File: config.mk
export PLATFORM = sky130hd
export DESIGN_NAME = alu_seq
export DESIGN_NICKNAME = d
export VERILOG_FILES = /design/src/rtl/alu_pkg.sv /design/src/rtl/alu_iter_unit.sv /design/src/rtl/alu_seq.sv
export SDC_FILE = /design/constraint.sdc
export NUM_CORES = 1
export LEC_CHECK = 0
export ABC_AREA = 1
export CAP_MARGIN = 10
export CORE_MARGIN = 3
export CORE_UTILIZATION = 40
export DETAILED_ROUTE_END_ITERATION = 6
export PLACE_DENSITY = 0.67
export SETUP_SLACK_MARGIN = 0.4
export SYNTH_ARGS = -nofsm -noshare
export SYNTH_HDL_FRONTEND = slang
export SYNTH_SLANG_ARGS = --single-unit
File: constraint.sdc
create_clock -name clk -period 14.4 [get_ports clk]
set_input_delay 4.32 -clock clk [delete_from_list [all_inputs] [get_ports clk]]
set_output_delay 4.32 -clock clk [all_outputs]
set_load 0.02 [all_outputs]
File: src/rtl/alu_pkg.sv
// alu_pkg: shared definitions for the sequential ALU.
//   opcode_e  - 5-bit opcode encoding
//   FLG_*     - bit positions of Z/S/C/V inside the 4-bit status word
//   state_e   - top-level FSM states
//   is_iter   - true for opcodes handled by the iterative unit
//   pack_flags- assembles a status word from individual flag bits
package alu_pkg;

  typedef enum logic [4:0] {
    OP_NOP  = 5'd0,
    OP_NOT  = 5'd1,
    OP_AND  = 5'd2,
    OP_OR   = 5'd3,
    OP_XOR  = 5'd4,
    OP_SHL  = 5'd5,
    OP_SHR  = 5'd6,
    OP_ROL  = 5'd7,
    OP_ROR  = 5'd8,
    OP_INC  = 5'd9,
    OP_DEC  = 5'd10,
    OP_ADD  = 5'd11,
    OP_ADC  = 5'd12,
    OP_SUB  = 5'd13,
    OP_SBB  = 5'd14,
    OP_CMP  = 5'd15,
    OP_MUL  = 5'd16,
    OP_LDSR = 5'd17,
    OP_XSR  = 5'd18
  } opcode_e;

  localparam int FLG_Z = 0;
  localparam int FLG_S = 1;
  localparam int FLG_C = 2;
  localparam int FLG_V = 3;

  typedef enum logic [1:0] {
    IDLE = 2'd0,
    BUSY = 2'd1,
    DONE = 2'd2
  } state_e;

  function automatic logic is_iter(input logic [4:0] op);
    return (op == OP_SHL) || (op == OP_SHR) || (op == OP_ROL) ||
           (op == OP_ROR) || (op == OP_MUL);
  endfunction

  function automatic logic [3:0] pack_flags(input logic v, input logic c,
                                            input logic s, input logic z);
    logic [3:0] f;
    f        = '0;
    f[FLG_V] = v;
    f[FLG_C] = c;
    f[FLG_S] = s;
    f[FLG_Z] = z;
    return f;
  endfunction

endpackage

File: src/rtl/alu_iter_unit.sv
// alu_iter_unit: iterative datapath for shifts/rotates (one position per
// cycle) and unsigned shift-add multiply (one multiplier bit per cycle).
// Ports:
//   clk, rst_n   clock, synchronous active-low reset (aborts any operation)
//   start        load operands and begin; only asserted with a nonzero count
//   op, mode     opcode and width mode (1 = full word, 0 = half word)
//   a, b         operands, already masked to the effective width
//   done         high during the cycle whose step is the final one
//   lo, hi       values produced by the current step (hi = 0 unless MUL)
//   cout         carry of the current step (last bit out, or hi != 0 for MUL)
module alu_iter_unit
  import alu_pkg::*;
#(
  parameter int WIDTH = 20,
  parameter int HALF  = WIDTH / 2,
  parameter int SHW   = $clog2(WIDTH)
) (
  input  logic             clk,
  input  logic             rst_n,
  input  logic             start,
  input  logic [4:0]       op,
  input  logic             mode,
  input  logic [WIDTH-1:0] a,
  input  logic [WIDTH-1:0] b,
  output logic             done,
  output logic [WIDTH-1:0] lo,
  output logic [WIDTH-1:0] hi,
  output logic             cout
);

  // One extra bit so the counter can hold WIDTH itself.
  localparam int CW = SHW + 1;
  localparam logic [WIDTH-1:0] HALF_MASK = {{(WIDTH-HALF){1'b0}}, {HALF{1'b1}}};

  logic               busy_reg;
  logic [CW-1:0]      cnt_reg;
  logic [4:0]         op_reg;
  logic               mode_reg;
  logic [WIDTH-1:0]   sh_reg;
  logic [2*WIDTH-1:0] prod_reg;
  logic [2*WIDTH-1:0] mcand_reg;
  logic [WIDTH-1:0]   mplier_reg;

  logic [WIDTH-1:0]   mask;
  logic [WIDTH-1:0]   top_bit;
  logic               msb_out;
  logic [WIDTH-1:0]   sh_next;
  logic               sh_c;
  logic [2*WIDTH-1:0] prod_next;
  logic [WIDTH-1:0]   mul_lo;
  logic [WIDTH-1:0]   mul_hi;
  logic               is_mul;

  assign mask    = mode_reg ? '1 : HALF_MASK;
  assign msb_out = mode_reg ? sh_reg[WIDTH-1] : sh_reg[HALF-1];
  // Bit position that receives the LSB on a right rotate.
  assign top_bit = mode_reg ? {1'b1, {(WIDTH-1){1'b0}}}
                            : {{(WIDTH-HALF){1'b0}}, 1'b1, {(HALF-1){1'b0}}};

  always_comb begin
    sh_next = sh_reg;
    sh_c    = 1'b0;
    case (op_reg)
      OP_SHL: begin
        sh_next = (sh_reg << 1) & mask;
        sh_c    = msb_out;
      end
      OP_SHR: begin
        sh_next = sh_reg >> 1;
        sh_c    = sh_reg[0];
      end
      OP_ROL: begin
        sh_next = ((sh_reg << 1) & mask) | {{(WIDTH-1){1'b0}}, msb_out};
        sh_c    = msb_out;
      end
      OP_ROR: begin
        sh_next = (sh_reg >> 1) | (sh_reg[0] ? top_bit : '0);
        sh_c    = sh_reg[0];
      end
      default: ;
    endcase
  end

  // Operands are zero-extended, so the 2W-bit product lands in the low bits.
  assign prod_next = prod_reg + (mplier_reg[0] ? mcand_reg : '0);
  assign mul_lo    = mode_reg ? prod_next[WIDTH-1:0]
                              : {{(WIDTH-HALF){1'b0}}, prod_next[HALF-1:0]};
  assign mul_hi    = mode_reg ? prod_next[2*WIDTH-1:WIDTH]
                              : {{(WIDTH-HALF){1'b0}}, prod_next[2*HALF-1:HALF]};

  assign is_mul = (op_reg == OP_MUL);
  assign lo     = is_mul ? mul_lo : sh_next;
  assign hi     = is_mul ? mul_hi : '0;
  assign cout   = is_mul ? (mul_hi != '0) : sh_c;
  assign done   = busy_reg && (cnt_reg == CW'(1));

  always_ff @(posedge clk) begin
    if (!rst_n) begin
      busy_reg   <= 1'b0;
      cnt_reg    <= '0;
      op_reg     <= '0;
      mode_reg   <= 1'b0;
      sh_reg     <= '0;
      prod_reg   <= '0;
      mcand_reg  <= '0;
      mplier_reg <= '0;
    end else if (start) begin
      busy_reg   <= 1'b1;
      op_reg     <= op;
      mode_reg   <= mode;
      sh_reg     <= a;
      prod_reg   <= '0;
      mcand_reg  <= {{WIDTH{1'b0}}, a};
      mplier_reg <= b;
      if (op == OP_MUL) begin
        cnt_reg <= mode ? CW'(WIDTH) : CW'(HALF);
      end else begin
        cnt_reg <= {1'b0, b[SHW-1:0]};
      end
    end else if (busy_reg) begin
      sh_reg     <= sh_next;
      prod_reg   <= prod_next;
      mcand_reg  <= mcand_reg << 1;
      mplier_reg <= mplier_reg >> 1;
      cnt_reg    <= cnt_reg - CW'(1);
      if (cnt_reg == CW'(1)) begin
        busy_reg <= 1'b0;
      end
    end
  end

endmodule

File: src/rtl/alu_seq.sv
// alu_seq: registered ALU with status register and valid/ready handshakes.
// Ports:
//   clk, rst_n          clock, synchronous active-low reset
//   in_valid/in_ready   request handshake; op/mode/a/b captured on accept
//   op, mode            opcode, width mode (1 = full word, 0 = half word)
//   a, b                operands (b[SHW-1:0] is the shift count)
//   out_valid/out_ready result handshake
//   result, result_hi   result (low word) and MUL high word
//   flags               status register {V,C,S,Z}
//   illegal             undefined opcode, registered with result
module alu_seq
  import alu_pkg::*;
#(
  parameter int WIDTH = 20,
  parameter int HALF  = WIDTH / 2,
  parameter int SHW   = $clog2(WIDTH)
) (
  input  logic             clk,
  input  logic             rst_n,
  input  logic             in_valid,
  output logic             in_ready,
  input  logic [4:0]       op,
  input  logic             mode,
  input  logic [WIDTH-1:0] a,
  input  logic [WIDTH-1:0] b,
  output logic             out_valid,
  input  logic             out_ready,
  output logic [WIDTH-1:0] result,
  output logic [WIDTH-1:0] result_hi,
  output logic [3:0]       flags,
  output logic             illegal
);

  localparam logic [WIDTH-1:0] HALF_MASK = {{(WIDTH-HALF){1'b0}}, {HALF{1'b1}}};

  state_e           state_reg;
  logic [WIDTH-1:0] result_reg;
  logic [WIDTH-1:0] result_hi_reg;
  logic [3:0]       flags_reg;
  logic             illegal_reg;
  logic             mode_reg;
  logic             mul_reg;

  logic             accept;
  logic             start_iter;
  logic             shift_zero;
  logic [WIDTH-1:0] mask;
  logic [WIDTH-1:0] a_m;
  logic [WIDTH-1:0] b_m;

  logic             one_op;
  logic [WIDTH-1:0] y;
  logic             carry_in;
  logic             borrow_in;
  logic [WIDTH:0]   sum;
  logic [WIDTH:0]   diff;
  logic [WIDTH-1:0] sum_res;
  logic [WIDTH-1:0] diff_res;
  logic             sum_c;
  logic             diff_c;
  logic             sum_v;
  logic             diff_v;
  logic [WIDTH-1:0] logic_res;

  logic [WIDTH-1:0] sc_res;
  logic [3:0]       sc_flags;
  logic             sc_ill;

  logic             iter_done;
  logic [WIDTH-1:0] iter_lo;
  logic [WIDTH-1:0] iter_hi;
  logic             iter_c;
  logic             iter_z;
  logic [3:0]       iter_flags;

  // Sign bit of x at the effective width.
  function automatic logic msb_of(input logic [WIDTH-1:0] x, input logic md);
    return md ? x[WIDTH-1] : x[HALF-1];
  endfunction

  assign in_ready  = (state_reg == IDLE) || ((state_reg == DONE) && out_ready);
  assign out_valid = (state_reg == DONE);
  assign accept    = in_valid && in_ready;

  assign mask = mode ? '1 : HALF_MASK;
  assign a_m  = a & mask;
  assign b_m  = b & mask;

  // A zero-count shift completes like a single-cycle op.
  assign shift_zero = (op != OP_MUL) && (b_m[SHW-1:0] == '0);
  assign start_iter = accept && is_iter(op) && !shift_zero;

  // Shared adder/subtractor; INC/DEC reuse it with a constant 1 operand.
  assign one_op    = (op == OP_INC) || (op == OP_DEC);
  assign y         = one_op ? {{(WIDTH-1){1'b0}}, 1'b1} : b_m;
  assign carry_in  = (op == OP_ADC) ? flags_reg[FLG_C] : 1'b0;
  assign borrow_in = (op == OP_SBB) ? flags_reg[FLG_C] : 1'b0;
  assign sum       = {1'b0, a_m} + {1'b0, y} + {{WIDTH{1'b0}}, carry_in};
  assign diff      = {1'b0, a_m} - {1'b0, y} - {{WIDTH{1'b0}}, borrow_in};
  assign sum_res   = sum[WIDTH-1:0] & mask;
  assign diff_res  = diff[WIDTH-1:0] & mask;
  // Operands are zero above the effective width, so bit HALF of the raw
  // sum/difference is the half-word carry/borrow.
  assign sum_c     = mode ? sum[WIDTH] : sum[HALF];
  assign diff_c    = mode ? diff[WIDTH] : diff[HALF];
  assign sum_v     = (msb_of(a_m, mode) == msb_of(y, mode)) &&
                     (msb_of(sum_res, mode) != msb_of(a_m, mode));
  assign diff_v    = (msb_of(a_m, mode) != msb_of(y, mode)) &&
                     (msb_of(diff_res, mode) != msb_of(a_m, mode));

  always_comb begin
    logic_res = '0;
    case (op)
      OP_NOT:  logic_res = ~a_m & mask;
      OP_AND:  logic_res = a_m & b_m;
      OP_OR:   logic_res = a_m | b_m;
      OP_XOR:  logic_res = a_m ^ b_m;
      default: ;
    endcase
  end

  always_comb begin
    sc_res   = '0;
    sc_flags = flags_reg;
    sc_ill   = 1'b0;
    case (op)
      OP_NOP: ;
      OP_NOT, OP_AND, OP_OR, OP_XOR: begin
        sc_res   = logic_res;
        sc_flags = pack_flags(1'b0, 1'b0, msb_of(logic_res, mode), logic_res == '0);
      end
      OP_SHL, OP_SHR, OP_ROL, OP_ROR: begin
        // Only reached with a zero count: value passes through, C kept.
        sc_res   = a_m;
        sc_flags = pack_flags(1'b0, flags_reg[FLG_C], msb_of(a_m, mode), a_m == '0);
      end
      OP_INC, OP_ADD, OP_ADC: begin
        sc_res   = sum_res;
        sc_flags = pack_flags(sum_v, sum_c, msb_of(sum_res, mode), sum_res == '0);
      end
      OP_DEC, OP_SUB, OP_SBB: begin
        sc_res   = diff_res;
        sc_flags = pack_flags(diff_v, diff_c, msb_of(diff_res, mode), diff_res == '0);
      end
      OP_CMP: begin
        sc_res   = a_m;
        sc_flags = pack_flags(diff_v, diff_c, msb_of(diff_res, mode), diff_res == '0);
      end
      OP_MUL: ;
      OP_LDSR: begin
        sc_res   = a_m;
        sc_flags = a[3:0];
      end
      OP_XSR: begin
        sc_res   = a_m;
        sc_flags = flags_reg ^ a[3:0];
      end
      default: sc_ill = 1'b1;
    endcase
  end

  alu_iter_unit #(
    .WIDTH (WIDTH),
    .HALF  (HALF),
    .SHW   (SHW)
  ) u_iter (
    .clk   (clk),
    .rst_n (rst_n),
    .start (start_iter),
    .op    (op),
    .mode  (mode),
    .a     (a_m),
    .b     (b_m),
    .done  (iter_done),
    .lo    (iter_lo),
    .hi    (iter_hi),
    .cout  (iter_c)
  );

  // MUL zero test covers the full 2W-bit product; V mirrors C for MUL.
  assign iter_z     = mul_reg ? ((iter_lo | iter_hi) == '0) : (iter_lo == '0);
  assign iter_flags = pack_flags(mul_reg ? iter_c : 1'b0, iter_c,
                                 msb_of(iter_lo, mode_reg), iter_z);

  always_ff @(posedge clk) begin
    if (!rst_n) begin
      state_reg     <= IDLE;
      result_reg    <= '0;
      result_hi_reg <= '0;
      flags_reg     <= '0;
      illegal_reg   <= 1'b0;
      mode_reg      <= 1'b0;
      mul_reg       <= 1'b0;
    end else begin
      case (state_reg)
        IDLE, DONE: begin
          if (accept) begin
            mode_reg <= mode;
            mul_reg  <= (op == OP_MUL);
            if (start_iter) begin
              state_reg <= BUSY;
            end else begin
              state_reg     <= DONE;
              result_reg    <= sc_res;
              result_hi_reg <= '0;
              flags_reg     <= sc_flags;
              illegal_reg   <= sc_ill;
            end
          end else if ((state_reg == DONE) && out_ready) begin
            state_reg <= IDLE;
          end
        end
        BUSY: begin
          if (iter_done) begin
            state_reg     <= DONE;
            result_reg    <= iter_lo;
            result_hi_reg <= iter_hi;
            flags_reg     <= iter_flags;
            illegal_reg   <= 1'b0;
          end
        end
        default: state_reg <= IDLE;
      endcase
    end
  end

  assign result    = result_reg;
  assign result_hi = result_hi_reg;
  assign flags     = flags_reg;
  assign illegal   = illegal_reg;

endmodule

Word-level counts from Yosys, hierarchy flattened. Cells that the tools add are included.

Add/sub/neg operators: 6. Eq/ne operators: 38. Mux-type cells: 64. Bitwise logic cells: 15. Reduce and logical (&&, ||, !) cells: 43.

Operators by type and width (number): 20-bit two-way mux (21); 20-bit case mux with 4 select lines (3); 20-bit bitwise AND (7); 20-bit zero test (6); 20-bit case mux with 2 select lines (2); 5-bit by 4-bit == test with 1-bit output (second input constant) (9); 40-bit adder (1); 40-bit two-way mux (1); 20-bit OR (2); 5-bit by 3-bit == test with 1-bit output (second input constant) (7); 4-bit case mux with 6 select lines (1); 20-bit by 20-bit adder with 21-bit output (1); 21-bit by 1-bit adder with 21-bit output (1); 1-bit two-way mux (21); 20-bit by 20-bit subtractor with 21-bit output (1); 21-bit by 1-bit subtractor with 21-bit output (1); 5-bit == test (second input constant) (4); 20-bit NOT (1); 19-bit by 20-bit OR with 20-bit output (1); 20-bit by 1-bit OR with 20-bit output (1); 20-bit nonzero test (1); 20-bit XOR (1); 19-bit OR reduction (1); 6-bit two-way mux (3); other kinds (35) (68).

Bits in registers: 182. Output and inout bits: 47. Logic and storage cells: 183.

Longest topological paths before layout. Gate-level depths: netlist (run 1).

Depth after elaboration: 13. Depth in mapped cells: 28. Depth with buffers taken out: 26.

Modules after synthesis. From an unflattened synthesis (run 1), not the netlist that was laid out.

Cell total of the unflattened synthesis: 2884. Area total of the unflattened synthesis: 16995.0 um^2.

By module, submodules not included: alu_iter_unit (instances 1, cells an instance 1633, area each 9731.8 um^2); alu_seq (instances 1, cells an instance 1251, area each 7263.2 um^2).

Worst setup path after synthesis (run 1). Ideal clock, no wire load.

Path type: in2out. From: input port out_ready. To: output port in_ready. Arrival: 4.666 ns. Data required time: 10.080 ns. Path slack: 5.414 ns. Stages on the path: 2. Buffers on the path: 0. Path through: nor2_1 nor2_1.

Cells in the longest elaborated chain, start to end: 2.

Ends and longest elaborated chain: start: declaration (line alu_seq.sv:27) `input logic out_ready,`; 1-bit logical AND (line alu_seq.sv:81) `assign in_ready = (state_reg == IDLE) || ((state_reg == DONE) && out_ready);`; 1-bit logical OR (line alu_seq.sv:81); end: declaration (line alu_seq.sv:21) `output logic in_ready,`.

No other way between the ends.

Worst setup path in the final report (run 1). Same ends and word-level chain as after synthesis.

==> results by group, run 1 <==
Outcome
  – Outcome: finished clean

Hold path
  – Worst hold path depth: 2
  – Hold path endpoint: result_hi[16]
  – Hold Startpoint: result_hi[16]
  – HP Class: flip-flop to flip-flop

Power
  – Peak supply drop: 72.6 µV
  – PD cells: 81.7 nW/µm²
  – Combinational share of power: 32.9%
  – Clock share of power: 30.2%
  – Net Sw Frac: 40.0%
  – Psw: 0.000617 W
  – Leakage Power: 9.52 nW
  – Cell internal pwr: 0.000926 W
  – Sequential Power Share: 36.8%
  – Final total power: 0.00154 W

Floorplan
  – Row count: 74
  – Die Wd: 212 µm
  – DIE AREA: 44,900 µm²
  – Die height: 212 µm
  – Core area: 41,400 µm²
  – Io pins: 97
  – Starting Density: 41.0%

Timing
  – # setup viols final: 0
  – Layout Skew: 0.00981 ns
  – Slew Viols, Final: 0
  – Final cycle utilization of the critical path: 68.7%
  – Final Hold Fails: 0
  – Unrepaired setup endpoints after global routing: no
  – Tmin final: 9.89 ns
  – Worst Tran Pin Value: 1.10 ns
  – Worst slew margin: 26.5%
  – Fin Setup TNS: 0 ns
  – Max Fclk: 101 MHz

Logic synthesis
  – Number of synthesized register bits: 182
  – Sequential-to-total area share from yosys stat: 21.5%
  – Compound-cell area share of the yosys netlist: 17.2%
  – Count of cell types in the netlist: 54
  – Simple-gate share of the synthesized area: 35.8%
  – Async SR Flop Fraction: 0%
  – Syn_nets: 3,086
  – Yosys warns: 0
  – Adder-Cell Fraction of Synth Area: 10.8%
  – Post-Syn Instances: 2,893
  – Syn_area_per_cell: 5.86 µm²
  – Post-synthesis mux area share: 0.295%
  – Post-Syn Area: 17,000 µm²
  – Xor and xnor fraction of the mapped netlist area: 1.45%
  – Most used DFF post-synth: dfxtp_1
  – Post-synth EDFFs: 0
  – Main combinational cell family by area after synthesis: simple AND/OR/NAND/NOR gates

Clock network
  – Max clock buf depth: 2
  – Clk_lat worst skew: 0.46 ns
  – Clock-pin slew on the worst setup and hold paths: 0.08 ns
  – H-tree depth reported by CTS: 4
  – Clock root buffer: clkbuf_16
  – Num Clock Sinks: 182
  – Setup Buffers After CTS: 0
  – Post_cts resized: 0
  – CTS tree: built
  – Hold_buf cts: 0
  – Num CTS Buffers: 17

Drt
  – TritonRoute pass-1 iters: 6
  – DRC viols: 0
  – Via/cell ratio: 5.53
  – Total wire length: 66,500 µm
  – Routed Antenna Nets: 0
  – Initial DRC Count: 1,800
  – Drt wl/cell: 19.1 µm
  – Vias: 19,200

Critical path
  – Crit Path Class: input pin to output pin
  – Critical path arrival: 5.57 ns
  – Reg2reg setup slack: 10.45 ns
  – Critical path required time: 10.08 ns
  – Reg2Reg Launch Point: flags[2]
  – CP max FO: 2
  – R2R Path End: flags[0]
  – CP Capture Type: output pin
  – Critical path launch point type: input pin
  – Worst Reg-to-Reg Cells: 23

Global route
  – Gr ovfl total: 0
  – Total GRT Usage: 29.1%
  – Initial antenna violation count: 1
  – Largest net degree at the start of global routing: 90
  – Vias in the first global route: 18,200
  – First-pass GRT wire length: 102,000 µm

Place
  – Buffers on Ports: 96
  – Final GP Congestion: 0.964
  – HPWL Detailed: 52,800 µm

Layout
  – Commonest non-fill, non-tap cell in the layout: nand2_1
  – Fillers: 4,379
  – Nets: 3,123
  – Area Overhead vs Synth: 11.4%
  – Fraction of layout cells with a size suffix above 1: 3.74%
  – Most frequent cells in the layout: nand2_1 (924), inv_1 (455), nor2_1 (227)
  – # diodes: 0

Job
  – Max Cap Violations: 0
-- power by group through the flow --
stage,logic (W),clock network (W),registers (W)
2_1_floorplan,0.000320,0,0.000577
3_3_place_gp,0.000492,0,0.000577
3_5_place_dp,0.000496,0,0.000577
4_1_cts,0.000499,0.000471,0.000566
5_1_grt,0.000558,0.000492,0.000571
6_report,0.000508,0.000466,0.000568
-- metrics by stage --
step | utilization (%) | std cells | hold slack, ns | cell area (µm²) | setup slack [ns]
2_1_floorplan | - | 2893 | 0.437 | 17000 | 5.41
6_report | 45.6 | 3475 | 0.466 | 18900 | 4.51
3_5_place_dp | 44.3 | 3443 | 0.456 | 18300 | 4.51
3_3_place_gp | 44.3 | 3443 | 0.449 | 18300 | 4.47
4_1_cts | 45.6 | 3475 | 0.469 | 18900 | 4.50
5_1_grt | 45.6 | 3475 | 0.482 | 18900 | 4.44
-- layout make-up --
class | count | area, µm² | area share [%]
well taps | 532 | 666 | 3.52
clock buffers | 18 | 429 | 2.27
multi-input cells | 2134 | 11100 | 58.8
inverters | 481 | 1810 | 9.57
flip-flops and latches | 182 | 3640 | 19.3
repair buffers | 114 | 1090 | 5.75
clock inverters | 14 | 140 | 0.742
-- worst max-delay path by stage --
stage	start	endpoint	slack, ns	cells past startpoint
after floorplan	out_ready	in_ready	5.41	2
after global placement	out_ready	in_ready	4.47	4
after detailed placement	out_ready	in_ready	4.51	4
after CTS	out_ready	in_ready	4.50	4
after global routing	out_ready	in_ready	4.44	4
final	out_ready	in_ready	4.51	4
-- critical path: stages --
cell,delay (ns)
clkdlybuf4s50_1,0.46
nor2_1,0.05
nor2_1,0.12
clkdlybuf4s50_1,0.62
-- synthesized netlist by cell type, types with 7 or more instances --
cell type,instances,area (µm²)
nor2_1,227,852
o2111ai_1,10,87.6
nor3_1,23,115
nor2_2,7,43.8
o22ai_1,14,87.6
xor2_1,19,166
dfxtp_1,182,3640
o21ai_0,119,596
a31oi_1,29,181
inv_1,455,1710
nand4_1,47,294
ha_1,138,1730
o221ai_1,22,193
clkbuf_1,72,270
nand2_1,925,3470
a22oi_1,7,52.6
a211oi_1,10,75.1
nand3_1,192,961
a221oi_1,11,96.3
xnor2_1,9,78.8
buf_2,17,85.1
a21oi_1,195,976
and2_1,7,43.8
o21bai_1,13,97.6
o21ai_1,13,65.1
o211ai_1,38,285
nand2_2,8,50.1
inv_2,19,71.3
-- metal layers --
metal | wire [µm] | GRT usage (%) | share of wire (%)
met5 | 0 | 0 | 0
met3 | 4750 | 4.52 | 7.1
met4 | 2960 | 12.7 | 4.5
met1 | 27400 | 36.1 | 41
met2 | 31400 | 50.0 | 47
-- logic make-up (layout without fill, tap and decap cells) --
logic type | count (synthesis) | count (layout)
simple gates | 1464 | 1464
buf+inv | 577 | 627
mux | 5 | 5
flops | 182 | 182
fa+ha+maj | 143 | 143
xor+xnor | 28 | 28
compound gates | 494 | 494
Note: power is estimated with default switching activity, not from simulation.
==> run 2: changes to the inputs <==
==> constraint.sdc (replaced) <==
create_clock -name clk -period 9.1 [get_ports clk]
set_input_delay 2.73 -clock clk [delete_from_list [all_inputs] [get_ports clk]]
set_output_delay 2.73 -clock clk [all_outputs]
set_load 0.02 [all_outputs]
==> results by group, run 2 (synthesis results as in run 1) <==
Critical path
  – Worst Reg-to-Reg Cells: 21 (-8.7%)
  – R2R Path End: flags[0]
  – Critical path arrival: 7.30 ns (+1.73 ns)
  – Critical path required time: 9.51 ns (-0.57 ns)
  – Reg2Reg Launch Point: flags[2]
  – CP max FO: 21 (+19)
  – Critical path launch point type: input pin
  – Reg2reg setup slack: 5.04 ns (-5.41 ns)
  – Crit Path Class: input pin to flip-flop
  – CP Capture Type: flip-flop

Layout
  – Area Overhead vs Synth: 11.7%
  – Most frequent cells in the layout: nand2_1 (924), inv_1 (455), nor2_1 (227)
  – # diodes: 0 (unchanged)
  – Fraction of layout cells with a size suffix above 1: 3.84% (+0.099 points)
  – Register area: 3640 µm² (unchanged)
  – Fillers: 4,440 (+1.4%)
  – Nets: 3,125 (+0.064%)
  – Core Util, Final: 45.7% (+0.11 points)
  – Footprint of the multi-input gates: 11,100 µm² (unchanged)
  – Commonest non-fill, non-tap cell in the layout: nand2_1

Hold path
  – Hold Startpoint: result_hi[3]
  – HP Class: flip-flop to flip-flop
  – Hold path endpoint: result_hi[3]
  – Worst hold path depth: 2 (unchanged)

Outcome
  – Outcome: finished clean

Power
  – Final total power: 0.00249 W (+62%)
  – Leakage Power: 9.55 nW (+0.30%)
  – Peak supply drop: 153 µV (+110%)
  – PD cells: 132 nW/µm² (+61%)

Drt
  – TritonRoute pass-1 iters: 6 (unchanged)
  – Initial DRC Count: 1,651 (-8.3%)
  – Drt wl/cell: 19.9 µm (+4.2%)
  – Via/cell ratio: 5.54 (+0.19%)
  – Routed Antenna Nets: 0 (unchanged)
  – DRC viols: 0 (unchanged)
  – Total wire length: 69,400 µm (+4.3%)
  – Vias: 19,300 (+0.24%)

Timing
  – Tmin final: 6.89 ns
  – Worst setup margin: 2.21 ns (-2.31 ns)
  – Unrepaired setup endpoints after global routing: no
  – Slew Viols, Final: 0 (unchanged)
  – Final cycle utilization of the critical path: 75.8%
  – # setup viols final: 0 (unchanged)
  – Worst slew margin: 20.6% (-5.9 points)
  – Final Hold Fails: 0 (unchanged)
  – Max Fclk: 145 MHz
  – Worst Tran Pin Value: 1.19 ns (+0.0878 ns)
  – Fin Setup TNS: 0 ns (unchanged)
  – Layout Skew: 0.0123 ns (+0.00245 ns)

Clock network
  – Setup Buffers After CTS: 0 (unchanged)
  – Post_cts resized: 0 (unchanged)
  – CTS tree: built
  – Max clock buf depth: 2 (unchanged)
  – Num CTS Buffers: 17 (unchanged)
  – H-tree depth reported by CTS: 4 (unchanged)
  – Clk_lat worst skew: 0.47 ns (about the same)
  – Clock-pin slew on the worst setup and hold paths: 0.08 ns (about the same)
  – Hold_buf cts: 0 (unchanged)
  – Num Clock Sinks: 182 (unchanged)
  – Clock root buffer: clkbuf_16

Place
  – Place WS: 1.83 ns (-2.68 ns)
  – HPWL Detailed: 55,200 µm (+4.6%)
  – Buffers on Ports: 96 (unchanged)
  – Final GP Congestion: 0.986 (+2.3%)

Global route
  – Vias in the first global route: 18,300 (+1.0%)
  – Largest net degree at the start of global routing: 89 (-1.1%)
  – Gr ovfl total: 0 (unchanged)
  – Initial antenna violation count: 0 (-1)
  – First-pass GRT wire length: 106,000 µm (+3.9%)
  – Total GRT Usage: 30.5% (+1.4 points)

Floorplan
  – Die Wd: 212 µm (unchanged)
  – Core area: 41,400 µm² (unchanged)
  – Row count: 74 (unchanged)
  – DIE AREA: 44,900 µm² (unchanged)
  – Io pins: 97 (unchanged)
  – Starting Density: 41.0% (unchanged)
  – Die height: 212 µm (unchanged)

Job
  – Max Cap Violations: 0 (unchanged)
run 2: cell types whose count changed in the layout (fill, tap and decap cells not counted), sizes merged:
cell and change:
inv +1, clkinv -1, bufinv +1, clkinvlp -1, buf +2
run 2: routing by layer:
metal | wire length [µm] | up-vias | global-route usage [%]
met4 | 3250 | 0 | 13.6
met1 | 29200 | 8968 | 38.6
met3 | 4440 | 155 | 3.96
met5 | 0 | - | 0
li1 | - | 9401 | -
met2 | 32500 | 751 | 52.1
run 2: worst max-delay path, stage by stage:
cell and delay, ns:
clkdlybuf4s50_1 0.58, inv_1 0.11, nand2_1 0.16, a21oi_1 0.09
buf_4 0.26, or2_2 0.35, fa_1 0.47, inv_1 0.08
ha_1 0.14, inv_1 0.04, nand2_1 0.13, inv_1 0.08
fa_1 0.45, nor2_1 0.22, nand3_1 0.16, nand3_1 0.13
a21oi_1 0.11, or2_2 0.30, nand3_1 0.09, nand2_1 0.08
nor2_1 0.10, nand4_1 0.09, nand3_1 0.10, a21oi_1 0.08
a21oi_2 0.14
run 2: layout make-up:
cell class	instances	share of cell area, %
multi-input combinational	2134	58.7
sequential	182	19.3
inverter	481	9.54
timing repair buffer	116	5.82
tap	532	3.52
clock buffer	18	2.32
clock inverter	14	0.846
run 2: worst max path at each step:
stage	startpoint	to	slack [ns]	cells past startpoint
3_3_place_gp	op[0]	flags[0]	1.94	27
4_1_cts	op[0]	flags[0]	2.31	25
5_1_grt	op[0]	flags[0]	1.90	25
6_report	op[0]	flags[0]	2.21	25
3_5_place_dp	op[0]	flags[0]	1.83	25
2_1_floorplan	op[0]	flags[0]	3.01	24
run 2: power breakdown:
group	total, W	switching, W	internal [W]
clock network	0.000782	0.000383	0.000398
logic	0.000811	0.000555	0.000255
registers	0.000902	0.0000547	0.000848
total	0.00249	0.000993	0.00150
run 2: metrics by stage:
step,std cells,cell area (µm²),hold slack [ns]
after floorplan,2893,17000,0.437
after global placement,3445,18300,0.452
after detailed placement,3445,18300,0.455
after CTS,3477,18900,0.469
after global routing,3477,18900,0.488
final,3477,18900,0.467
==> run 3: changes to the inputs <==
--- a/config.mk
+++ b/config.mk
@@ -10,7 +10,7 @@
 export CORE_MARGIN = 3
 export CORE_UTILIZATION = 40
 export DETAILED_ROUTE_END_ITERATION = 6
-export PLACE_DENSITY = 0.67
+export PLACE_DENSITY = 0.69
 export SETUP_SLACK_MARGIN = 0.4
 export SYNTH_ARGS = -nofsm -noshare
 export SYNTH_HDL_FRONTEND = slang
==> constraint.sdc (replaced) <==
create_clock -name clk -period 6 [get_ports clk]
set_input_delay 1.8 -clock clk [delete_from_list [all_inputs] [get_ports clk]]
set_output_delay 1.8 -clock clk [all_outputs]
set_load 0.02 [all_outputs]
==> results by group, run 3 (synthesis results as in run 1) <==
Drt
  – Routed Antenna Nets: 0 (unchanged)
  – Vias: 19,900 (+3.1%)
  – Drt wl/cell: 19.9 µm (-0.35%)
  – Total wire length: 70,800 µm (+2.0%)
  – Initial DRC Count: 1,918 (+16%)
  – DRC viols: 2 (+2)
  – TritonRoute pass-1 iters: 7 (+1)
  – Via/cell ratio: 5.58 (+0.75%)

Outcome
  – Outcome: finished, violations left
  – Failing checks: DRC

Clock network
  – H-tree depth reported by CTS: 4 (unchanged)
  – Post_cts resized: 0 (unchanged)
  – CTS tree: built
  – Num CTS Buffers: 17 (unchanged)
  – Num Clock Sinks: 182 (unchanged)
  – Clock-pin slew on the worst setup and hold paths: 0.08 ns (about the same)
  – Hold_buf cts: 0 (unchanged)
  – Clk_lat worst skew: 0.46 ns (about the same)
  – Max clock buf depth: 2 (unchanged)
  – Setup Buffers After CTS: 0 (unchanged)
  – Clock root buffer: clkbuf_16

Timing
  – # setup viols final: 0 (unchanged)
  – Worst setup margin: 0.675 ns (-1.53 ns)
  – Worst slew margin: 22.1% (+1.5 points)
  – Worst Tran Pin Value: 1.17 ns (-0.0221 ns)
  – Layout Skew: 0.0111 ns (-0.00112 ns)
  – Tmin final: 5.32 ns
  – Max Fclk: 188 MHz
  – Final cycle utilization of the critical path: 88.7%
  – Worst hold margin: 0.465 ns (-0.00265 ns)
  – Final Hold Fails: 0 (unchanged)
  – Slew Viols, Final: 0 (unchanged)
  – Unrepaired setup endpoints after global routing: no
  – Fin Setup TNS: 0 ns (unchanged)

Job
  – Max Cap Violations: 0 (unchanged)

Power
  – Clock share of power: 29.5% (-1.8 points)
  – Psw: 0.00153 W (+54%)
  – Peak supply drop: 206 µV (+34%)
  – Sequential Power Share: 36.0% (-0.2 points)
  – PD cells: 195 nW/µm² (+48%)
  – Combinational share of power: 34.4% (+1.9 points)
  – Final total power: 0.00381 W (+53%)
  – Net Sw Frac: 40.2% (+0.38 points)
  – Cell internal pwr: 0.00228 W (+52%)
  – Leakage Power: 9.95 nW (+4.2%)

Layout
  – Commonest non-fill, non-tap cell in the layout: nand2_1
  – Area Overhead vs Synth: 15.2%
  – Most frequent cells in the layout: nand2_1 (923), inv_1 (455), nor2_1 (226)
  – Core Util, Final: 47.2% (+1.5 points)
  – Nets: 3,206 (+2.6%)
  – Fraction of layout cells with a size suffix above 1: 6.54% (+2.7 points)

Critical path
  – Crit Path Class: input pin to flip-flop
  – CP max FO: 20 (-4.8%)
  – Critical path required time: 6.34 ns (-3.17 ns)
  – Critical path arrival: 5.67 ns (-1.63 ns)
  – Critical path launch point type: input pin
  – CP Capture Type: flip-flop

Place
  – Buffers on Ports: 96 (unchanged)
  – Final GP Congestion: 1.05 (+6.7%)
  – HPWL Detailed: 56,900 µm (+3.1%)
  – Place WS: 0.0690 ns (-1.76 ns)

Global route
  – Vias in the first global route: 19,000 (+3.4%)
  – First-pass GRT wire length: 109,000 µm (+2.7%)
  – Largest net degree at the start of global routing: 79 (-11%)
  – Gr ovfl total: 0 (unchanged)
  – Initial antenna violation count: 2 (+2)
  – Total GRT Usage: 31.1% (+0.58 points)

Floorplan
  – Row count: 74 (unchanged)
  – Io pins: 97 (unchanged)
  – Die Wd: 212 µm (unchanged)
  – Starting Density: 41.0% (unchanged)
  – Die height: 212 µm (unchanged)
  – Core area: 41,400 µm² (unchanged)
  – DIE AREA: 44,900 µm² (unchanged)

Hold path
  – HP Class: flip-flop to flip-flop
-- run 3: cell types whose count changed in the layout (fill, tap and decap cells not counted), moves of 2 or more --
cell	before	now
buf_4	20	100
nor3_1	22	20
dlymetal6s2s_1	0	4
nor3_2	2	4
inv_6	3	7
clkinv_4	4	2
clkdlybuf4s50_1	94	91
-- run 3: worst max-delay path, cell delays in order --
cell and delay (ns):
clkdlybuf4s50_1 0.50, nand3_1 0.14, a21oi_1 0.25, buf_6 0.27
nor2_1 0.10, ha_1 0.36, buf_4 0.16, nor2_1 0.28
nand2_1 0.18, nor2_1 0.13, nand2_1 0.17, nand3_1 0.19
nand3_1 0.16, nand2_1 0.10, nand2_1 0.05, nand3_1 0.19
o21ai_0 0.17, nand2_1 0.09, nand4_1 0.07, o21ai_0 0.18
a31oi_1 0.10
-- run 3: power by group through the flow --
stage / registers [W] / clock network [W] / logic, W
floorplan: 0.00139 / 0 / 0.000769
global placement: 0.00139 / 0 / 0.00127
detailed placement: 0.00139 / 0 / 0.00128
CTS: 0.00137 / 0.00114 / 0.00128
global route: 0.00138 / 0.00118 / 0.00143
finish: 0.00137 / 0.00112 / 0.00131
-- run 3: path summary, 6_finish.rpt --
check                                          start       end  slack [ns]  depth (start not counted)
worst max-delay path                           op[3]  flags[1]        0.68                         21
worst min-delay path                        mode_reg  mode_reg        0.46                          2
worst max register to register  u_iter.mplier_reg[0]  flags[2]        1.75                         23
worst min register to register              mode_reg  mode_reg        0.46                          2
-- run 3: cell type report --
| cell class | instances | area [µm²] |
|---|---|---|
| Clock buffer | 17 | 425 |
| Sequential cell | 182 | 3640 |
| Clock inverter | 15 | 133 |
| Fill cell | 4401 | 21800 |
| Timing Repair Buffer | 197 | 1730 |
| Tap cell | 532 | 666 |
| Antenna cell | 1 | 2.50 |
| Inverter | 481 | 1810 |
| Multi-Input combinational cell | 2134 | 11100 |
-- run 3: stage by stage --
step	instances	area [µm²]
after floorplan	2893	17000
after global placement	3526	18900
after detailed placement	3526	18900
after CTS	3558	19500
after global routing	3558	19500
final	3559	19500
-- run 3: per-layer routing --
layer	part of all wire [%]	up-vias	global-route usage (%)	wire, µm
met5	0	-	0	0
met4	4.3	0	12.1	3050
met3	6.9	180	3.96	4890
met2	47	905	52.8	32900
met1	42	9235	40.2	29900
li1	-	9557	-	-
